### config.mk
export PLATFORM = sky130hd
export DESIGN_NAME = gpio_ports_flat
export DESIGN_NICKNAME = d
export VERILOG_FILES = /design/src/rtl/gpio_ports_if.sv /design/src/rtl/gpio_ports.sv /design/src/flat_wrapper.sv
export SDC_FILE = /design/constraint.sdc
export NUM_CORES = 1
export LEC_CHECK = 0
export CORE_UTILIZATION = 44
export CTS_CLUSTER_SIZE = 25
export DETAILED_ROUTE_END_ITERATION = 10
export GPL_ROUTABILITY_DRIVEN = 0
export PLACE_DENSITY_LB_ADDON = 0.08
export SLEW_MARGIN = 20
export SYNTH_ARGS = -nofsm -noshare
export SYNTH_HDL_FRONTEND = slang
export SYNTH_SLANG_ARGS = --single-unit
### constraint.sdc
create_clock -name clk -period 1.8 [get_ports clk]
set_input_delay 0.18 -clock clk [delete_from_list [all_inputs] [get_ports clk]]
set_output_delay 0.18 -clock clk [all_outputs]
set_load 0.05 [all_outputs]
### src/rtl/gpio_ports_if.sv
// gpio_ports_if: CPU IO bus between the SoC address decode (master) and the GPIO block (slave)
interface gpio_ports_if #(
  parameter int ADDR_BITS = 8
);
  logic                 sel;
  logic [ADDR_BITS-1:0] io_addr;
  logic [3:0]           wmask;
  logic [31:0]          wdata;
  logic                 rstrb;
  logic [31:0]          rdata;
  logic                 rbusy;
  logic                 wbusy;
  modport master (output sel, io_addr, wmask, wdata, rstrb, input rdata, rbusy, wbusy);
  modport slave (input sel, io_addr, wmask, wdata, rstrb, output rdata, rbusy, wbusy);
endinterface

### src/rtl/gpio_ports.sv
// gpio_ports: memory-mapped GPIO ports with rising-edge capture and interrupt; define GPIO_TOGGLE_REG_EN to add the write-only TOGGLE register at offset 5
module gpio_ports #(
  parameter int NUM_PORTS  = 2,
  parameter int PORT_WIDTH = 8,
  parameter int ADDR_BITS  = 8
) (
  input  logic                            clk,
  input  logic                            reset,
  gpio_ports_if.slave                     bus,
  output logic                            irq,
  output logic [NUM_PORTS*PORT_WIDTH-1:0] port_out,
  output logic [NUM_PORTS*PORT_WIDTH-1:0] port_dir,
  input  logic [NUM_PORTS*PORT_WIDTH-1:0] port_in
);
  localparam int N = NUM_PORTS * PORT_WIDTH;
  logic [N-1:0]           s1, s2, s3, status, mask, rise;
  logic [1:0]             warm;
  logic [ADDR_BITS-4:0]   pidx;
  logic [2:0]             off;
  logic [31:0]            bm;
  logic [PORT_WIDTH-1:0]  wm, wd, rsel;
  logic [NUM_PORTS-1:0]   hit;
  logic                   irq_d, unused_ok;
  assign pidx = bus.io_addr[ADDR_BITS-1:3];
  assign off = bus.io_addr[2:0];
  assign bm = {{8{bus.wmask[3]}}, {8{bus.wmask[2]}}, {8{bus.wmask[1]}}, {8{bus.wmask[0]}}};
  assign wm = bm[PORT_WIDTH-1:0];
  assign wd = bus.wdata[PORT_WIDTH-1:0] & wm;
  assign rise = warm == 2'd0 ? s2 & ~s3 : '0;
  assign bus.rbusy = 1'b0;
  assign bus.wbusy = 1'b0;
  assign unused_ok = ^{bus.wdata, bm};
  // Per-port write select, read mux of the addressed register and interrupt reduction
  always_comb begin
    hit = '0;
    rsel = '0;
    irq_d = 1'b0;
    for (int p = 0; p < NUM_PORTS; p++) begin
      hit[p] = bus.sel && (bus.wmask != 4'd0) && pidx == (ADDR_BITS-3)'(p);
      irq_d = irq_d | (|(status[p*PORT_WIDTH +: PORT_WIDTH] & mask[p*PORT_WIDTH +: PORT_WIDTH]));
      if (pidx == (ADDR_BITS-3)'(p))
        rsel = off == 3'd0 ? port_out[p*PORT_WIDTH +: PORT_WIDTH] :
               off == 3'd1 ? port_dir[p*PORT_WIDTH +: PORT_WIDTH] :
               off == 3'd2 ? s2[p*PORT_WIDTH +: PORT_WIDTH] :
               off == 3'd3 ? status[p*PORT_WIDTH +: PORT_WIDTH] :
               off == 3'd4 ? mask[p*PORT_WIDTH +: PORT_WIDTH] : '0;
    end
  end
  // Register file, input synchroniser, warm-up counter, registered read data and interrupt
  always_ff @(posedge clk) begin
    if (reset) begin
      port_out <= '0;
      port_dir <= '0;
      mask <= '0;
      status <= '0;
      s1 <= '0;
      s2 <= '0;
      s3 <= '0;
      warm <= 2'd3;
      bus.rdata <= '0;
      irq <= 1'b0;
    end else begin
      s1 <= port_in;
      s2 <= s1;
      s3 <= s2;
      warm <= warm - {1'b0, warm != 2'd0};
      for (int p = 0; p < NUM_PORTS; p++) begin
        if (hit[p] && off == 3'd0)
          port_out[p*PORT_WIDTH +: PORT_WIDTH] <= (port_out[p*PORT_WIDTH +: PORT_WIDTH] & ~wm) | wd;
`ifdef GPIO_TOGGLE_REG_EN
        if (hit[p] && off == 3'd5)
          port_out[p*PORT_WIDTH +: PORT_WIDTH] <= port_out[p*PORT_WIDTH +: PORT_WIDTH] ^ wd;
`endif
        if (hit[p] && off == 3'd1)
          port_dir[p*PORT_WIDTH +: PORT_WIDTH] <= (port_dir[p*PORT_WIDTH +: PORT_WIDTH] & ~wm) | wd;
        if (hit[p] && off == 3'd4)
          mask[p*PORT_WIDTH +: PORT_WIDTH] <= (mask[p*PORT_WIDTH +: PORT_WIDTH] & ~wm) | wd;
        status[p*PORT_WIDTH +: PORT_WIDTH] <= (status[p*PORT_WIDTH +: PORT_WIDTH] &
          ~((hit[p] && off == 3'd3) ? wd : '0)) | rise[p*PORT_WIDTH +: PORT_WIDTH];
      end
      if (bus.sel && bus.rstrb) bus.rdata <= 32'(rsel);
      irq <= irq_d;
    end
  end
endmodule

### src/flat_wrapper.sv
// flat-port wrapper written by rule: the top's interface ports become plain ports
module gpio_ports_flat 
#(
  parameter int NUM_PORTS  = 2,
  parameter int PORT_WIDTH = 8,
  parameter int ADDR_BITS  = 8
)
  (clk, reset, irq, port_out, port_dir, port_in, bus_sel, bus_io_addr, bus_wmask, bus_wdata, bus_rstrb, bus_rdata, bus_rbusy, bus_wbusy);
  gpio_ports_if #(.ADDR_BITS(ADDR_BITS)) bus_i ();
  input  logic clk;
  input  logic reset;
  output logic irq;
  output logic [NUM_PORTS*PORT_WIDTH-1:0] port_out;
  output logic [NUM_PORTS*PORT_WIDTH-1:0] port_dir;
  input  logic [NUM_PORTS*PORT_WIDTH-1:0] port_in;
  input wire logic [$bits(bus_i.sel)-1:0] bus_sel;
  input wire logic [$bits(bus_i.io_addr)-1:0] bus_io_addr;
  input wire logic [$bits(bus_i.wmask)-1:0] bus_wmask;
  input wire logic [$bits(bus_i.wdata)-1:0] bus_wdata;
  input wire logic [$bits(bus_i.rstrb)-1:0] bus_rstrb;
  output wire logic [$bits(bus_i.rdata)-1:0] bus_rdata;
  output wire logic [$bits(bus_i.rbusy)-1:0] bus_rbusy;
  output wire logic [$bits(bus_i.wbusy)-1:0] bus_wbusy;
  assign bus_i.sel = bus_sel;
  assign bus_i.io_addr = bus_io_addr;
  assign bus_i.wmask = bus_wmask;
  assign bus_i.wdata = bus_wdata;
  assign bus_i.rstrb = bus_rstrb;
  assign bus_rdata = bus_i.rdata;
  assign bus_rbusy = bus_i.rbusy;
  assign bus_wbusy = bus_i.wbusy;
  gpio_ports #(.NUM_PORTS(NUM_PORTS), .PORT_WIDTH(PORT_WIDTH), .ADDR_BITS(ADDR_BITS)) u_core (.clk(clk), .reset(reset), .bus(bus_i), .irq(irq), .port_out(port_out), .port_dir(port_dir), .port_in(port_in));
endmodule
==> run metrics, run 1 <==
status=finished with violations; CTS tree=built; unrepaired setup endpoints after global routing=no; vias per cell=5.07; H-tree depth=4; Root Driver=clkbuf_16; final setup fails=0; Initial DRT Pass Iterations=8; die area=12300 µm²; DR DRC count=33; total length of routed wires=~12000 µm; Iter 0 DRT Violations=287; largest family of logic cells by synthesized area=simple AND/OR/NAND/NOR gates; Max transition margin=61.5%; Least-Margin Pin Slew=0.578 ns; WP data arrival=1.59 ns; post-synthesis adder-cell area fraction=0%; CP Launch Type=flop; Syn Area/Cell=9.68 µm²; Seq cells post-synth=123; minimum clock period=1.77 ns; clock sinks=123; Post-DRT Antenna Nets=0; CP peak stage delay=0.82 ns; MaxCap Viol Count=0; Area contributors post-synth=dfxtp_1, mux2i_1, nor2b_1, nor2_1, buf_4; vias in the first global route=3650; first-pass GRT wire length=between 15000 and 20000 µm; cell area after synthesis=5230 µm²; initial antenna violation count=0; power per standard cell area=1030 nW/µm²; Die X=111 µm; CP max stage cell=clkdlybuf4s50_1; post-synth top area cell=dfxtp_1; synthesized instance count=540; Largest delay share family, worst path=buffers and inverters; VDD IR-drop max=0.572 mV; Final Max Slew Viols=0; GRT Util Overall=20.3%; WS Path Type=reg -> out; row cnt=39; number of port buffers=77; Fmax=564 MHz; Routed WL per cell=15.3 µm; antenna diode count=0; Core ar.=around 12000 µm²; CTS Buffer Depth=2; YS warnings=0; xor/xnor share of the synthesized area=0%; Synth top area share=47.1%; Final Hold Viols=0; crit-path max FO=3; Power, Total=7.12 mW; clk slew on worst S/H paths=0.06 ns; dpl cell area=6220 µm²; largest net degree at the start of global routing=59; Num CTS Buffers=17; total gr overflow=0; leakage=3.11 nW; post-synthesis mux area share=12.3%; failing checks=DRC; initial core utilization=45.4%; Design Area, Final=6920 µm²; post-synth cell types=41; period utilisation layout=just under 100%; I/O pin total=roughly 130; Critical Path End Type=output pin; Seq/Total Area, Yosys=47.1%; layout cells sized above 1=between 10% and 20%; Clock Latency Late Sink=0.40 ns; worst min-delay path class=in -> reg; Detail Placement HPWL=8520 µm; nets=686; crit-path cells=clkdlybuf4s50_1; CP required=around 1.6 ns; worst clock skew=between 0.006 and 0.007 ns; Die Span Y=111 µm; Layout Area Growth over Synthesis=32.3%; simple-gate area share of the yosys netlist=about a fifth; compound-gate portion of the synthesized area=10.8%; routed vias=3943; worst path bufs/invs=1
stage by stage:
| step | instances | utilization (%) | hold slack (ns) | TNS [ns] | setup slack (ns) |
|---|---|---|---|---|---|
| final | 778 | 60.1 | 0.259 | 0 | 0.0280 |
| after CTS | 778 | 59.7 | 0.258 | 0 | 0.00188 |
| after global placement | 746 | 54.0 | 0.418 | -16.99 | -0.384 |
| after floorplan | 565 | - | 0.308 | 0 | 0.00555 |
| after global routing | 778 | 60.1 | 0.287 | 0 | 0.00194 |
| after detailed placement | 746 | 54.0 | 0.421 | -19.38 | -0.407 |
layout make-up:
type | count | area [µm²]
clock buffers | 21 | 470
well taps | 143 | 179
fillers | 1014 | 4600
inverters | 27 | 101
multi-input cells | 347 | 2410
repair buffers | 106 | 1110
flip-flops and latches | 123 | 2460
clock inverters | 11 | 189
metal layers:
| metal | up-vias | track usage, % | wire length [µm] |
|---|---|---|---|
| met5 | - | 0 | 0 |
| met4 | 0 | 8.56 | 251 |
| met3 | 17 | 4.16 | 682 |
| met2 | 129 | 31.9 | 5400 |
| met1 | 1827 | 27.1 | 5550 |
| li1 | 1970 | - | - |
what timing repair did:
item,4_1_cts,5_1_grt
pin swaps,0,6
setup endpoints to repair,7,38
endpoints found under the hold margin,0,0
hold buffers,0,0
resized for setup,7,17
buffers inserted,0,1
cells in the final DEF, fill, tap and decap left out, types with 3 or more instances in the layout:
cell               n
mux2i_1           63
nand2_1           18
dfxtp_1          123
clkbuf_8           3
clkinv_2           3
buf_12             8
nor2_2             8
a221oi_1           3
dlygate4sd2_1      6
or4_4              3
bufinv_16          5
nor2b_1           64
or3b_2             8
clkdlybuf4s50_1   54
clkbuf_16         17
inv_1             27
a211o_1           16
nand3b_1          16
o221ai_1          16
conb_1            26
o211ai_1           8
o32ai_1            8
buf_4             22
a311oi_1           8
nor2_1            58
dlymetal6s2s_1    15
power by group:
part / total [mW] / leakage [nW] / internal (mW) / switching, mW
Combinational: 0.559 / 1.79 / 0.204 / 0.355
Sequential: 2.81 / 1.00 / 2.79 / 0.0270
Clock: 3.74 / 0.319 / 2.56 / 1.18
cell usage after synthesis (all sizes together):
library cell / n
a221oi: 3
nor4: 5
nand2: 18
a21o: 2
a22oi: 2
dfxtp: 123
conb: 1
a211o: 16
nor4bb: 1
o32ai: 8
nand3b: 16
nand2b: 1
or3b: 8
a22o: 1
mux2i: 64
o21ai: 1
o22ai: 1
buf: 35
nand4b: 1
nor2b: 64
and3: 1
a31oi: 1
clkbuf: 33
inv: 27
nand4: 2
nor3: 1
or4: 3
or2: 1
a311oi: 8
o211ai: 8
o221ai: 16
nor2: 66
and2: 1
or3: 1
worst paths after layout:
kind	from	endpoint	slack [ns]	cells after the start
worst max-delay path	flop	port_out[3]	0.03	1
worst min register to register	u_core.s1[0]$_SDFF_PP0_	u_core.s2[0]$_SDFF_PP0_	0.43	1
worst min-delay path	reset	flop	0.26	2
worst max register to register	flop	u_core.bus.rdata[1]$_SDFFE_PP0P_	0.29	4
cell families after synthesis:
logic type / after synthesis
AND/OR/NAND/NOR: 190
flip-flops: 123
AO/OA/AOI/OAI: 67
other: 1
buffers and inverters: 95
multiplexers: 64
No activity file was read; power rests on OpenSTA's default activity.
==> run 2, diff against run 1 <==
--- a/config.mk
+++ b/config.mk
@@ -5,6 +5,7 @@
 export SDC_FILE = /design/constraint.sdc
 export NUM_CORES = 1
 export LEC_CHECK = 0
+export CAP_MARGIN = 20
 export CORE_UTILIZATION = 44
 export CTS_CLUSTER_SIZE = 25
 export DETAILED_ROUTE_END_ITERATION = 10
==> results of run 2 <==
No change in the layout: final DEF, timing and power equal those of run 1.
==> run 3, diff against run 2 <==
--- a/config.mk
+++ b/config.mk
@@ -11,7 +11,7 @@
 export DETAILED_ROUTE_END_ITERATION = 10
 export GPL_ROUTABILITY_DRIVEN = 0
 export PLACE_DENSITY_LB_ADDON = 0.08
-export SLEW_MARGIN = 20
 export SYNTH_ARGS = -nofsm -noshare
 export SYNTH_HDL_FRONTEND = slang
 export SYNTH_SLANG_ARGS = --single-unit
+export TNS_END_PERCENT = 50
==> run metrics, run 3 (synthesis results as in run 1) <==
Num CTS Buffers=17; routed vias=3984; CP max stage cell=clkdlybuf4s50_1; Worst Hold Launch=reset; Root Driver=clkbuf_16; Layout Area Growth over Synthesis=32.2%; register area=2460 µm²; DR DRC count=25; total length of routed wires=11900 µm; vias in the first global route=roughly 3800; WS Path Type=reg -> out; number of port buffers=77; Iter 0 DRT Violations=227; CP peak stage delay=0.82 ns; Die X=approximately 110 µm; Largest delay share family, worst path=buffers and inverters; Comb pwr share=8.4%; Hold-fix buffers, CTS=0; Int Power=5.20 mW; non-filler instance count after layout=a little under 800; die area=12300 µm²; Place WS=-0.399 ns; R2R depth=4; Detail Placement HPWL=8700 µm; Final Hold Viols=0; Max transition margin=62.6%; leakage=between 3 and 4 nW; crit-path max FO=3; fill cell count=roughly 1000; crit-path cells=clkdlybuf4s50_1; initial antenna violation count=0; unrepaired setup endpoints after global routing=no; power per standard cell area=~980 nW/µm²; Reg power frac=41.6%; Core ar.=11500 µm²; Clock power frac=between 50% and 60%; row cnt=39; clk slew on worst S/H paths=0.05 ns; Multi-input gate area=around 2400 µm²; Critical Path End Type=output pin; final worst-path setup slack=0.0366 ns; CP required=1.62 ns; switching power=about 1.6 mW; final setup fails=0; H-tree depth=4; worst clock skew=0.00807 ns; I/O pin total=131; largest net degree at the start of global routing=37; Clock Latency Late Sink=just over 0.4 ns; Routed WL per cell=15.1 µm; initial core utilization=45.4%; layout cells sized above 1=14.8%; VDD IR-drop max=0.583 mV; clock sinks=between 100 and 150; antenna diode count=0; status=finished with violations; vias per cell=around 5.1; Final Max Slew Viols=0; TNS Setup=0 ns; worst hold stages=2; # placed instances=755; minimum clock period=1.76 ns; Fmax=567 MHz; Final Core Density=60.0%; first-pass GRT wire length=19600 µm; CP Launch Type=flop; nets=695; failing checks=DRC; Die Span Y=111 µm; CTS tree=built; Least-Margin Pin Slew=around 0.56 ns; total gr overflow=0; worst path bufs/invs=1; critical path depth in cells=1; Design Area, Final=6910 µm²; switch share=23.1%; GRT Util Overall=20.4%; hold slack=0.162 ns; worst min-delay path class=in -> reg; period utilisation layout=between 90% and 100%; Initial DRT Pass Iterations=7; CTS Buffer Depth=2; MaxCap Viol Count=0; most common cell after layout, fill and taps aside=dfxtp_1; Post-DRT Antenna Nets=0; dpl cell area=6280 µm²; WP data arrival=1.58 ns; most frequent cells in the layout=dfxtp_1, nor2b_1, mux2i_1, nor2_1, clkdlybuf4s50_1; Power, Total=6.76 mW
==> run 3: cell count changes in the layout (fill, tap and decap cells not counted), sizes merged, moves of 2 or more <==
cell,change
buf,+9
clkinv,+2
dlygate4sd2,+2
bufinv,-2
==> run 3: power groups by stage <==
stage | combinational (mW) | sequential (mW) | clock (mW)
finish | 0.567 | 2.82 | 3.38
global route | 0.606 | 2.82 | 3.57
CTS | 0.567 | 2.81 | 3.45
detailed placement | 0.567 | 2.87 | 0
global placement | 0.563 | 2.87 | 0
floorplan | 0.372 | 2.90 | 0
==> run 3: what timing repair did <==
item | in CTS | in global routing
resized for setup | 8 | 19
gates cloned | 0 | 0
pin swaps | 0 | 3
endpoints found under the setup margin | 8 | 48
setup buffers | 0 | 0
==> run 3: worst paths after layout <==
check / slack (ns) / to
max: 0.04 / port_dir[15]
min: 0.16 / u_core.s1[3]$_SDFF_PP0_
max reg2reg: 0.34 / u_core.bus.rdata[1]$_SDFFE_PP0P_
min reg2reg: 0.43 / u_core.s2[2]$_SDFF_PP0_
==> run 3: worst reg2reg max path: cells and delay by family, from the launching register on <==
family	cells	cell delay (ns)
AOI/OAI and AO/OA	3	0.59
DFF	1	0.34
and+or+nand+nor	1	0.46
==> run 3: cell type report <==
cell class                      count  share of cell area (%)
Multi-Input combinational cell    347                    34.8
Timing Repair Buffer              115                    17.0
Inverter                           27                    1.47
Clock inverter                     12                    2.12
Tap cell                          143                    2.59
Sequential cell                   123                    35.6
Clock buffer                       20                    6.46
==> run 3: layer usage <==
layer,GRT usage (%),wire (µm),vias to the layer above
met5,0,0,-
met4,8.02,229,0
met3,4.92,649,14
met2,31.9,5370,127
met1,27.1,5640,1849
li1,-,-,1994
